[config.mk]
export PLATFORM = sky130hd
export DESIGN_NAME = wb_stage
export DESIGN_NICKNAME = d
export VERILOG_FILES = /design/src/rtl/wb_stage.sv
export SDC_FILE = /design/constraint.sdc
export NUM_CORES = 1
export LEC_CHECK = 0
export CORE_MARGIN = 4
export CORE_UTILIZATION = 40
export CTS_BUF_LIST = sky130_fd_sc_hd__clkbuf_4
export DETAILED_ROUTE_END_ITERATION = 8
export PLACE_DENSITY = 0.83
export SYNTH_ARGS = -nofsm -noshare
export SYNTH_HDL_FRONTEND = slang
export SYNTH_SLANG_ARGS = --single-unit
[constraint.sdc]
create_clock -name clk -period 1.9 [get_ports clk]
set_input_delay 0.38 -clock clk [delete_from_list [all_inputs] [get_ports clk]]
set_output_delay 0.38 -clock clk [all_outputs]
set_load 0.01 [all_outputs]
[src/rtl/wb_stage.sv]
// Writeback stage: selects ALU/load/PC+4/CSR result and drives the register-file write port.
// Latency: 1 cycle for non-loads; loads wait in WAIT_MEM for dmem_rvalid, then 1 cycle.
// Backpressure: mw_ready is low while a load is outstanding. Optional forwarding port is enabled by macro WB_FWD_EN.
module wb_stage #(
  parameter int XLEN         = 32,
  parameter int LOAD_TIMEOUT = 16
) (
  input  logic            clk,
  input  logic            rst,
  input  logic            mw_valid,
  output logic            mw_ready,
  input  logic            mw_reg_wr,
  input  logic [4:0]      mw_rd,
  input  logic [1:0]      mw_wb_sel,
  input  logic [XLEN-1:0] mw_alu_result,
  input  logic [XLEN-1:0] mw_pc4,
  input  logic [XLEN-1:0] mw_csr_rdata,
  input  logic [2:0]      mw_ld_funct3,
  input  logic            dmem_rvalid,
  input  logic [XLEN-1:0] dmem_rdata,
  output logic            reg_wr,
  output logic [4:0]      write_add,
  output logic [XLEN-1:0] write_data,
  output logic            load_err,
  output logic            busy,
  output logic            fwd_valid,
  output logic [4:0]      fwd_rd,
  output logic [XLEN-1:0] fwd_data
);

  typedef enum logic [0:0] {
    IDLE     = 1'b0,
    WAIT_MEM = 1'b1
  } state_t;

  localparam logic [1:0] SEL_ALU  = 2'd0;
  localparam logic [1:0] SEL_LOAD = 2'd1;
  localparam logic [1:0] SEL_PC4  = 2'd2;
  localparam logic [1:0] SEL_CSR  = 2'd3;

  localparam logic [2:0] F3_LB  = 3'b000;
  localparam logic [2:0] F3_LH  = 3'b001;
  localparam logic [2:0] F3_LBU = 3'b100;
  localparam logic [2:0] F3_LHU = 3'b101;

  // Last counter value before the load is abandoned.
  localparam logic [7:0] TMO_LAST = 8'(LOAD_TIMEOUT - 1);

  state_t          state, state_nxt;
  logic [7:0]      tmo_cnt, tmo_cnt_nxt;

  // Fields of the outstanding load, captured at accept.
  logic [4:0]      ld_rd;
  logic            ld_reg_wr;
  logic [2:0]      ld_funct3;
  logic [1:0]      ld_off;

  logic            accept;
  logic            is_load;
  logic            misalign;
  logic [XLEN-1:0] src_data;
  logic [7:0]      ld_byte;
  logic [15:0]     ld_half;
  logic [XLEN-1:0] ld_ext;

  logic            reg_wr_nxt;
  logic            load_err_nxt;
  logic [4:0]      write_add_nxt;
  logic [XLEN-1:0] write_data_nxt;

  assign mw_ready = (state == IDLE);
  assign busy     = (state == WAIT_MEM);
  assign accept   = mw_valid & mw_ready;
  assign is_load  = (mw_wb_sel == SEL_LOAD);

  // Non-load source select; LOAD never reaches this path.
  always_comb begin
    src_data = mw_alu_result;
    case (mw_wb_sel)
      SEL_PC4: src_data = mw_pc4;
      SEL_CSR: src_data = mw_csr_rdata;
      default: src_data = mw_alu_result;
    endcase
  end

  // Alignment check on the incoming load; undefined funct3 behaves like LW.
  always_comb begin
    misalign = 1'b0;
    case (mw_ld_funct3)
      F3_LB, F3_LBU: misalign = 1'b0;
      F3_LH, F3_LHU: misalign = mw_alu_result[0];
      default:       misalign = (mw_alu_result[1:0] != 2'b00);
    endcase
  end

  // Little-endian byte/half extraction and sign/zero extension of returned data.
  always_comb begin
    ld_byte = dmem_rdata[{ld_off, 3'b000} +: 8];
    ld_half = dmem_rdata[{ld_off[1], 4'b0000} +: 16];
    ld_ext  = dmem_rdata;
    case (ld_funct3)
      F3_LB:   ld_ext = {{(XLEN-8){ld_byte[7]}}, ld_byte};
      F3_LBU:  ld_ext = {{(XLEN-8){1'b0}}, ld_byte};
      F3_LH:   ld_ext = {{(XLEN-16){ld_half[15]}}, ld_half};
      F3_LHU:  ld_ext = {{(XLEN-16){1'b0}}, ld_half};
      default: ld_ext = dmem_rdata;
    endcase
  end

  // Next-state and next-output logic; write_add/write_data hold unless a result retires.
  always_comb begin
    state_nxt      = state;
    tmo_cnt_nxt    = tmo_cnt;
    reg_wr_nxt     = 1'b0;
    load_err_nxt   = 1'b0;
    write_add_nxt  = write_add;
    write_data_nxt = write_data;
    case (state)
      IDLE: begin
        if (mw_valid) begin
          if (is_load) begin
            if (misalign) begin
              load_err_nxt = 1'b1;
            end else begin
              state_nxt   = WAIT_MEM;
              tmo_cnt_nxt = 8'd0;
            end
          end else begin
            reg_wr_nxt     = mw_reg_wr & (mw_rd != 5'd0);
            write_add_nxt  = mw_rd;
            write_data_nxt = src_data;
          end
        end
      end
      WAIT_MEM: begin
        // Data arriving on the expiry cycle still completes the load.
        if (dmem_rvalid) begin
          reg_wr_nxt     = ld_reg_wr & (ld_rd != 5'd0);
          write_add_nxt  = ld_rd;
          write_data_nxt = ld_ext;
          state_nxt      = IDLE;
        end else if (tmo_cnt == TMO_LAST) begin
          load_err_nxt = 1'b1;
          state_nxt    = IDLE;
        end else begin
          tmo_cnt_nxt = tmo_cnt + 8'd1;
        end
      end
      default: state_nxt = IDLE;
    endcase
  end

  // State, counter and registered write-port outputs.
  always_ff @(posedge clk) begin
    if (rst) begin
      state      <= IDLE;
      tmo_cnt    <= 8'd0;
      reg_wr     <= 1'b0;
      load_err   <= 1'b0;
      write_add  <= 5'd0;
      write_data <= '0;
    end else begin
      state      <= state_nxt;
      tmo_cnt    <= tmo_cnt_nxt;
      reg_wr     <= reg_wr_nxt;
      load_err   <= load_err_nxt;
      write_add  <= write_add_nxt;
      write_data <= write_data_nxt;
    end
  end

  // Capture the load's destination, type and byte offset when it is accepted.
  always_ff @(posedge clk) begin
    if (rst) begin
      ld_rd     <= 5'd0;
      ld_reg_wr <= 1'b0;
      ld_funct3 <= 3'd0;
      ld_off    <= 2'd0;
    end else if (accept && is_load) begin
      ld_rd     <= mw_rd;
      ld_reg_wr <= mw_reg_wr;
      ld_funct3 <= mw_ld_funct3;
      ld_off    <= mw_alu_result[1:0];
    end
  end

`ifdef WB_FWD_EN
  // Bypass mirrors the registered write port; while a load waits, expose its rd for stalling.
  always_comb begin
    fwd_valid = reg_wr & ~busy;
    fwd_rd    = busy ? ld_rd : write_add;
    fwd_data  = write_data;
  end
`else
  assign fwd_valid = 1'b0;
  assign fwd_rd    = 5'd0;
  assign fwd_data  = '0;
`endif

endmodule

## Yosys cells after proc, flatten, opt, wreduce, memory -nomap -nowiden

Index checks and enable logic that the tools add are counted.
Widths: inputs -> output; s select.

- Flip-flop bits (word level): 59
- Input bits: 143

- Equality and inequality tests: 17
- Multiplexer cells: 33
- Reduce and logical (&&, ||, !) cells: 10
- $add $sub $neg: 1
- Bitwise gates (word level): 4
- Shift-type cells: 2

Operator list:

| operator | count |
|---|---|
| $pmux 32 s2 | 2 |
| $pmux 32 s4 | 1 |
| $mux 32 | 3 |
| $mux 8 | 5 |
| $shiftx 32x6->16 | 1 |
| $shiftx 32x6->8 | 1 |
| $pmux 8 s2 | 1 |
| $mux 5 | 3 |
| $mux 1 | 13 |
| $eq 3x3->1 const B | 4 |
| $ne 2x2->1 const B | 6 |
| $pmux 5 s2 | 1 |
| $reduce_bool 5->1 | 2 |
| $add 8x1->8 const B | 1 |
| $eq 8x4->1 const B | 1 |
| $pmux 1 s2 | 4 |
| $eq 3x1->1 const B | 2 |
| $logic_not 3->1 | 2 |
| $reduce_and 5->1 | 1 |
| $eq 2x2->1 const B | 2 |
| $reduce_or 2->1 | 2 |
| $and 1x1->1 | 3 |
| $reduce_and 3->1 | 1 |
| $eq 2x1->1 const B | 1 |
| 4 further kinds | 4 |

## Longest topological paths before layout

Gate-level depths: netlist of run 1.

- Depth after elaboration: 7
- Gate-level depth with buffers: 6
- Depth with buffers taken out: 5

## Worst setup path after synthesis of run 1

Ideal clock, no wire load.

- Kind: input to register
- Start point: in mw_wb_sel[0]
- End point: reg write_data[4]
- Setup slack: 403 ps
- Path buffers: 3
- Data arrival time: 1,364 ps
- Library setup time: 133 ps
- Stages: 6
- Required time: 1,767 ps
- Path through: buf_2 > and2b_1 > o21ai_1 > buf_2 > buf_2 > a311oi_1

- Word-level cells in the longest chain between the ends: 5

Ends and longest elaborated chain:

| item | RTL line | RTL |
|---|---|---|
| start, declared | 14 | `input logic [1:0] mw_wb_sel,` |
| $eq 2x2->1 | 79 | `case (mw_wb_sel)` |
| $pmux 32 s2 | 79 |  |
| $mux 32 | 121 | `if (is_load) begin` |
| $mux 32 | 120 | `if (mw_valid) begin` |
| $pmux 32 s2 | 118 | `case (state)` |
| end signal, assigned | 168 | `write_data <= write_data_nxt;` |
| end, declared | 23 | `output logic [XLEN-1:0] write_data,` |

Several ways; a longest one is shown, not always the timed one. The select of a mux whose other input is x is not followed.
A chain may end at the register's enable or synchronous reset.

## Final worst setup path of run 1

- Start point: reg write_data[24]
- End point: out write_data[24]

No word-level cell between the ends.

==> results.txt, run 1 <==
* Share of the cycle needed by the critical path after routing: 0.907
- The H-tree was split into 3 levels.
- The mapped netlist covers 4000 µm².
- In this run the worst path has a maximum fanout of 2.
- WP depth: 1
- Class of the most critical hold timing path: reg2reg
- Overall die area: 11700 µm²
- Slew at the pin with the worst max-slew slack: about 0.52 ns
- Setup violations remaining at the end of the flow were counted as 0.
* Number of distinct standard cells referenced by the synthesized netlist: 56
- For this configuration, the core starts out at a cell density of 0.411.
- Max-Cap Viols: 0
- Nets@finish: 827
- Utilization after layout: 0.624
- CTS tree: done
- Most common cell in the netlist: a21oi_1
* Number of standard-cell rows in the floorplan: 36
* FF+latch count, synth: 59
- The worst setup path is captured at an output pin.
* Leading cell types by total area after synthesis: dfxtp_1, mux2i_1, a21oi_1
* Outcome: finished, final reports clean
* Layout cells sized above 1: 0.0814
- The repair_antennas step left the layout with diodes totalling 0.
- Startpoint types: flop
- Crit path buf inv count: 1
- Summing over every cut layer, the via total after detailed routing is 4478.
- The critical path in this run is classified as reg2out.
- 222 I/O pins were placed.
* Total instance count after detailed placement: between 800 and 900
* Worst setup path start: write_data[24]$_SDFFE_PP0P_
- The count of nets left with antenna violations once routing finished came out at 0.
- Critical Path AT: 1.34 ns
* Synth Instances: 501
- DRC violations left: 0
* FF-to-FF End: write_data[1]$_SDFFE_PP0P_
- Register area share after synthesis: 0.296
- In the synthesized netlist the dominant register cell turns out to be dfxtp_1.
- The max-slew violation total from the final report was 0.
* Maximum achievable frequency: 580 MHz
* Register-to-Register Path Depth: 5
- Final wirelength: 14.2 mm
- The number of antenna violations at the first check in global routing was 0.
- Ranked by instance count, the synthesized netlist is headed by a21oi_1, dfxtp_1, nand2_1.
* Number of global-route vias before repair: 4313
* Areal power density over the cells: between 500 and 600 nW/µm²
- Per-instance average area after synthesis: between 7 and 8 µm²
- Clock transition time at the flip-flop clock pins of the worst setup and hold paths: 0.10 ns
- The clock reaches the later pin of the worst-skew pair after about 0.4 ns.
- Chain of cells forming the critical path: clkdlybuf4s50_1
- At the worst endpoint, the required time is around 1.5 ns.
- The Yosys step of the flow raised 0 warnings.
* Largest area contributor in the synthesized netlist: dfxtp_1
- TritonCTS created 9 clock buffers.
- In this run the cell area measured after placement is 5940 µm².
* Floorplan Core Area: 9730 µm²
- Reg-to-Reg Start: ld_off[1]$_SDFFE_PP0P_
* Worst-case clock skew: roughly 0.011 ns
* Overflow left after global routing: 0
* Shortest period the worst path allows: 1.72 ns
* Wire length of the first global-routing pass: 21.2 mm
- The most critical setup path has its endpoint at write_data[24].
- Dominant delay contributor by cell family on the critical path: buffers and inverters
* Floorplan die height: 108 µm
* Relative slew slack: 0.651
- Power after layout: 0.00328 W
- Delay of the slowest cell on the worst path: 0.55 ns
* Clock Root Buffer: clkbuf_4
* Final estimated routing congestion in global placement: around 0.89
- Input and output buffers added on the ports amount to 183.
* Wire length per cell: 17.3 µm
- Leakage: around 2.3 nW
* Number of buffers between clock root and the deepest sink: 2
- After the flow finishes, the layout carries non-filler instances totaling 821.
- For this design, the slowest cell found on the critical path is clkdlybuf4s50_1.
- Internal reg-to-reg setup slack: 0.18 ns
- Yosys mapped a number of flops with a built-in enable equal to 0.
- Final total negative setup slack: 0 ns
- Placed wire-length estimate: 11.5 mm
* GR Util All Layers: 0.230
- The first TritonRoute pass finished after 5 iterations.
- Finished Cell Area: 6070 µm²
* Clock Sinks: just under 60
- Number of DRC markers in iteration 0: 284
- Dividing the detail-routed via count by the number of cells gives 5.45.
* Final hold violations: 0
- The area growth from synthesis to layout is 51.9%.
- RSZ-0062 raised after global routing: no
- In the synthesized netlist the async set-or-reset flop fraction comes to 0.
- Across the VDD grid, the largest voltage drop is 0.000472 V.
- For this design, the CTS-stage hold fixing added 0 buffers.
* Post-synth top area share: 0.296
* Number of setup buffers added after CTS: 0
- Entering global routing, the biggest net connects 42 pins.
- Die X: 108 µm
routing by layer:
layer	wire length [µm]	global-route usage	vias up	part of all wire
li1	-	-	2164	-
met1	5300	0.248	2097	0.37
met2	7210	0.413	192	0.51
met3	1400	0.0740	25	0.098
met4	331	0.0920	0	0.023
met5	0	0	-	0
registers in the layout, indices dropped and copies added (netlist names):
name,flops
busy,1
ld_rd,5
write_add,5
write_data,32
load_err,1
ld_reg_wr,1
reg_wr,1
tmo_cnt,8
ld_off,2
ld_funct3,3
stage by stage:
stage / hold slack, ns / setup WS [ns]
5_1_grt: 0.506 / 0.0418
3_3_place_gp: 0.445 / 0.0354
3_5_place_dp: 0.451 / -0.0106
6_report: 0.464 / 0.177
4_1_cts: 0.466 / 0.142
2_1_floorplan: 0.437 / 0.403
cells by family (layout without fill, tap and decap cells):
group	after synthesis	in the layout	synth area share
XOR/XNOR	1	1	0.00219
adder cells (fa/ha/maj)	1	1	0.00313
AO/OA/AOI/OAI	162	162	0.281
buffers and inverters	85	235	0.124
other	1	38	0.000938
multiplexers	47	47	0.118
AND/OR/NAND/NOR	145	145	0.176
flip-flops	59	59	0.296
repair_timing:
| action | in CTS | in global routing |
|---|---|---|
| setup endpoints to repair | 2 | 0 |
| gates resized for setup | 2 | 0 |
| endpoints found under the hold margin | 0 | 0 |
area by class of cell:
class | instances | area [µm²]
multi-input cells | 394 | 2470
repair buffers | 211 | 2090
flip-flops and latches | 59 | 1180
fillers | 860 | 3660
inverters | 8 | 30.0
clock inverters | 6 | 56.3
well taps | 133 | 166
clock buffers | 10 | 75.1
cell usage in the layout, fill, tap and decap left out, types with 6 or more instances in the layout:
cell type and count:
a211oi_1 6, a21oi_1 63, a22oi_1 7, a311oi_1 8
buf_4 23, clkbuf_4 10, clkdlybuf4s50_1 179, conb_1 38
dfxtp_1 59, inv_1 7, mux2i_1 47, nand2_1 59
nand2b_1 8, nand3_1 8, nor2_1 40, o211ai_1 18
o221ai_1 21
power breakdown:
part           switching, W  internal [W]
combinational      0.000448      0.000580
clock              0.000478      0.000405
sequential        0.0000481       0.00132
total              0.000975       0.00230
how the worst min path moves through the flow:
stage | endpoint | depth (start not counted) | from | slack [ns]
2_1_floorplan | ld_reg_wr$_SDFFE_PP0P_ | 2 | ld_reg_wr$_SDFFE_PP0P_ | 0.44
6_report | ld_reg_wr$_SDFFE_PP0P_ | 2 | ld_reg_wr$_SDFFE_PP0P_ | 0.46
4_1_cts | ld_reg_wr$_SDFFE_PP0P_ | 2 | ld_reg_wr$_SDFFE_PP0P_ | 0.47
3_3_place_gp | ld_reg_wr$_SDFFE_PP0P_ | 2 | ld_reg_wr$_SDFFE_PP0P_ | 0.44
5_1_grt | ld_reg_wr$_SDFFE_PP0P_ | 2 | ld_reg_wr$_SDFFE_PP0P_ | 0.51
3_5_place_dp | ld_reg_wr$_SDFFE_PP0P_ | 2 | ld_reg_wr$_SDFFE_PP0P_ | 0.45
Power figures use the tool's default switching activity.
==> inputs of run 2 (changes only) <==
--- a/config.mk
+++ b/config.mk
@@ -6,10 +6,11 @@
 export NUM_CORES = 1
 export LEC_CHECK = 0
 export CORE_MARGIN = 4
-export CORE_UTILIZATION = 40
+export CORE_UTILIZATION = 55
 export CTS_BUF_LIST = sky130_fd_sc_hd__clkbuf_4
 export DETAILED_ROUTE_END_ITERATION = 8
-export PLACE_DENSITY = 0.83
+export DONT_BUFFER_PORTS = 1
+export PLACE_DENSITY = 0.7
 export SYNTH_ARGS = -nofsm -noshare
 export SYNTH_HDL_FRONTEND = slang
 export SYNTH_SLANG_ARGS = --single-unit
==> results.txt, run 2 (synthesis gave the netlist of run 1 again) <==
* Global routing's busiest layer: met2
* Net switching fraction of the power: 0.299 (+0.00179)
- Fraction of power consumed by the clock network: 0.322 (+0.052)
- Final total negative setup slack: 0 ns (unchanged)
* IO Pins: 222 (unchanged)
- Wire length per cell: 20.1 µm (+16%)
- The headroom to the max-slew limit came to 0.514 (-0.137).
* Areal power density over the cells: 673 nW/µm² (+25%)
- Shortest period the worst path allows: 1.73 ns (+0.00919 ns)
- The fraction of layout instances using a drive strength above 1 was 0.0796 (-0.00180).
- Clock Root Buffer: clkbuf_4
* Wire length of the first global-routing pass: 18.1 mm (-14%)
- Number of search-and-repair iterations in the first detailed-routing pass: 4 (-1)
- The DRC marker count from the first detailed-route iteration came to 200 (-30%).
* Nets@finish: 629 (-24%)
* CP Class: reg2reg
- Count of endpoints failing setup in the final report: 0 (unchanged)
* Antenna-violating nets left: 0 (unchanged)
- Clock transition time at the flip-flop clock pins of the worst setup and hold paths: 0.11 ns (about the same)
- Overflow left after global routing: 0 (unchanged)
- TritonCTS built the clock tree.
- Met1 usage in global routing: 0.305 (+0.0566)
- Class of the most critical hold timing path: in2reg
- The total via count in the routed design is 3681 (-18%).
* Initial antenna violation count: 0 (unchanged)
- Area Growth Syn to Fin: 1.47%
* CTS Hold Buffers Added: 0 (unchanged)
* Count of fill cells added during filler insertion: 694 (-19%)
- The count of unresolved DRC violations after routing was 0 (unchanged).
- The flow ran to the end, and the final reports show no timing, DRC or antenna violations.
* Met2 capacity usage during global routing: 0.451 (+0.0375)
* Overall die area: 8690 µm² (-25%)
* Leakage: 1.47 nW (-35%)
- Power after layout: 0.00273 W (-17%)
- Flip-flop count of the largest register after layout: 32 (unchanged)
- In the layout the commonest cells are a21oi_1, nand2_1, dfxtp_1, mux2i_1, nor2_1.
* Sequential cell fraction of total power: 0.519 (+0.102)
- Gates resized, CTS repair: 0 (-2)
- Max-Cap Viols: 0 (unchanged)
- Max Slew Vio Count: 0 (unchanged)
- The data arrival time at the worst-slack endpoint was 2.05 ns (+0.71 ns).
* Via density: 6.28 (+15%)
- The total length of routed wires came to 11.8 mm (-17%).
- Critical path peak fanout: 9 (+7)
- The net switching power figure was 0.000817 W (-16%).
* Worst-case clock skew: 0.0119 ns (+0.00124 ns)
- The number of sinks driven by the clock tree was 59 (unchanged).
* Met3 Usage GRT: 0.0901 (+0.0161)
* Floorplan Core Area: 6940 µm² (-29%)
- The fmax is 577 MHz (-0.53%).
* Slew at the pin with the worst max-slew slack: 0.728 ns (+0.206 ns)
- The global routing usage summed across all routing layers came to 0.263 (+0.0331).
- Share of the cycle needed by the critical path after routing: 0.912 (+0.00484)
- The number of port buffers came to 0 (-100%).
* Die X: 93.2 µm (-14%)
- Clock latency of the later-clocked register in the worst-skew pair: 0.40 ns (about the same)
* Number of global-route vias before repair: 3532 (-18%)
* Number of buffers between clock root and the deepest sink: 2 (unchanged)
* Kind of end point of the critical path: flop
- The worst supply voltage drop on vdd is 0.000387 V (-18%).
- Number of setup buffers added after CTS: 0 (unchanged)
- The die outline height is 93.2 µm (-14%).
* Startpoint types: flop
* Total CTS buffers: 9 (unchanged)
- Final hold violations: 0 (unchanged)
- The power share of the combinational group is 0.159 (-0.155).
- H-tree level count: 3 (unchanged)
- Final estimated routing congestion in global placement: 0.923 (+3.8%)
* RSZ-0062 raised after global routing: no
- The starting density of the core was 0.575 (+0.165).
- The number of rows in the core area is 30 (-17%).
- Placed wire-length estimate: 9.11 mm (-21%)
* Inserted Diodes: 0 (unchanged)
- Internal Dissipation: 0.00191 W (-17%)
- Register containing the most flip-flops in the final layout: write_data
* Most common cell after layout, fill and taps aside: a21oi_1
* Largest registers: write_data: 32 flops, tmo_cnt: 8 flops
* Pin count of the biggest net entering global routing: 69 (+64%)
- Required time worst endpoint: 2.22 ns (+0.70 ns)
## run 2: cell types whose count changed in the layout (fill, tap and decap cells not counted), sizes merged
| cell | before | now |
|---|---|---|
| buf | 30 | 13 |
| clkdlybuf4s50 | 179 | 0 |
| dlygate4sd2 | 2 | 0 |
## run 2: critical path, cell delays in order (launching register included)
cell and delay, ns:
dfxtp_1 0.43, nor2b_1 0.56, a311o_1 0.26, nand4_1 0.11, a311oi_1 0.28
## run 2: power groups by stage
| stage | combinational [W] | clock, W | sequential (W) |
|---|---|---|---|
| after CTS | 0.000431 | 0.000903 | 0.00142 |
| after detailed placement | 0.000431 | 0 | 0.00145 |
| final | 0.000435 | 0.000879 | 0.00142 |
| after floorplan | 0.000460 | 0 | 0.00142 |
| after global placement | 0.000422 | 0 | 0.00144 |
| after global routing | 0.000486 | 0.000974 | 0.00142 |
## run 2: layer usage
| metal | vias up | part of all wire |
|---|---|---|
| met2 | 163 | 0.51 |
| met4 | 0 | 0.019 |
| li1 | 1756 | - |
| met1 | 1741 | 0.38 |
| met5 | - | 0 |
| met3 | 21 | 0.093 |
## run 2: stage by stage
| stage | cell area (µm²) | utilization | cells | setup WS, ns | hold WS, ns |
|---|---|---|---|---|---|
| finish | 4060 | 0.584 | 586 | 0.168 | 0.0493 |
| global placement | 3900 | 0.562 | 569 | 0.256 | 0.439 |
| global route | 4060 | 0.584 | 586 | 0.0261 | 0.00602 |
| floorplan | 4140 | - | 538 | 0.403 | 0.437 |
| CTS | 4040 | 0.581 | 585 | 0.0948 | 0.0174 |
| detailed placement | 3900 | 0.562 | 569 | 0.137 | 0.456 |
## run 2: cell type report
cell class / instances / area [µm²] / share of cell area
multi-input cells: 394 / 2470 / 0.609
clock inverters: 6 / 56.3 / 0.0139
repair buffers: 13 / 123 / 0.0302
inverters: 8 / 30.0 / 0.00741
flip-flops and latches: 59 / 1180 / 0.291
well taps: 96 / 120 / 0.0296
clock buffers: 10 / 75.1 / 0.0185
## run 2: worst paths after layout
kind / from / end / slack (ns) / depth (start not counted)
max: ld_off[0]$_SDFFE_PP0P_ / write_data[0]$_SDFFE_PP0P_ / 0.17 / 4
min reg2reg: ld_reg_wr$_SDFFE_PP0P_ / ld_reg_wr$_SDFFE_PP0P_ / 0.47 / 2
min: rst / ld_off[1]$_SDFFE_PP0P_ / 0.05 / 1
max reg2reg: ld_off[0]$_SDFFE_PP0P_ / write_data[0]$_SDFFE_PP0P_ / 0.17 / 4
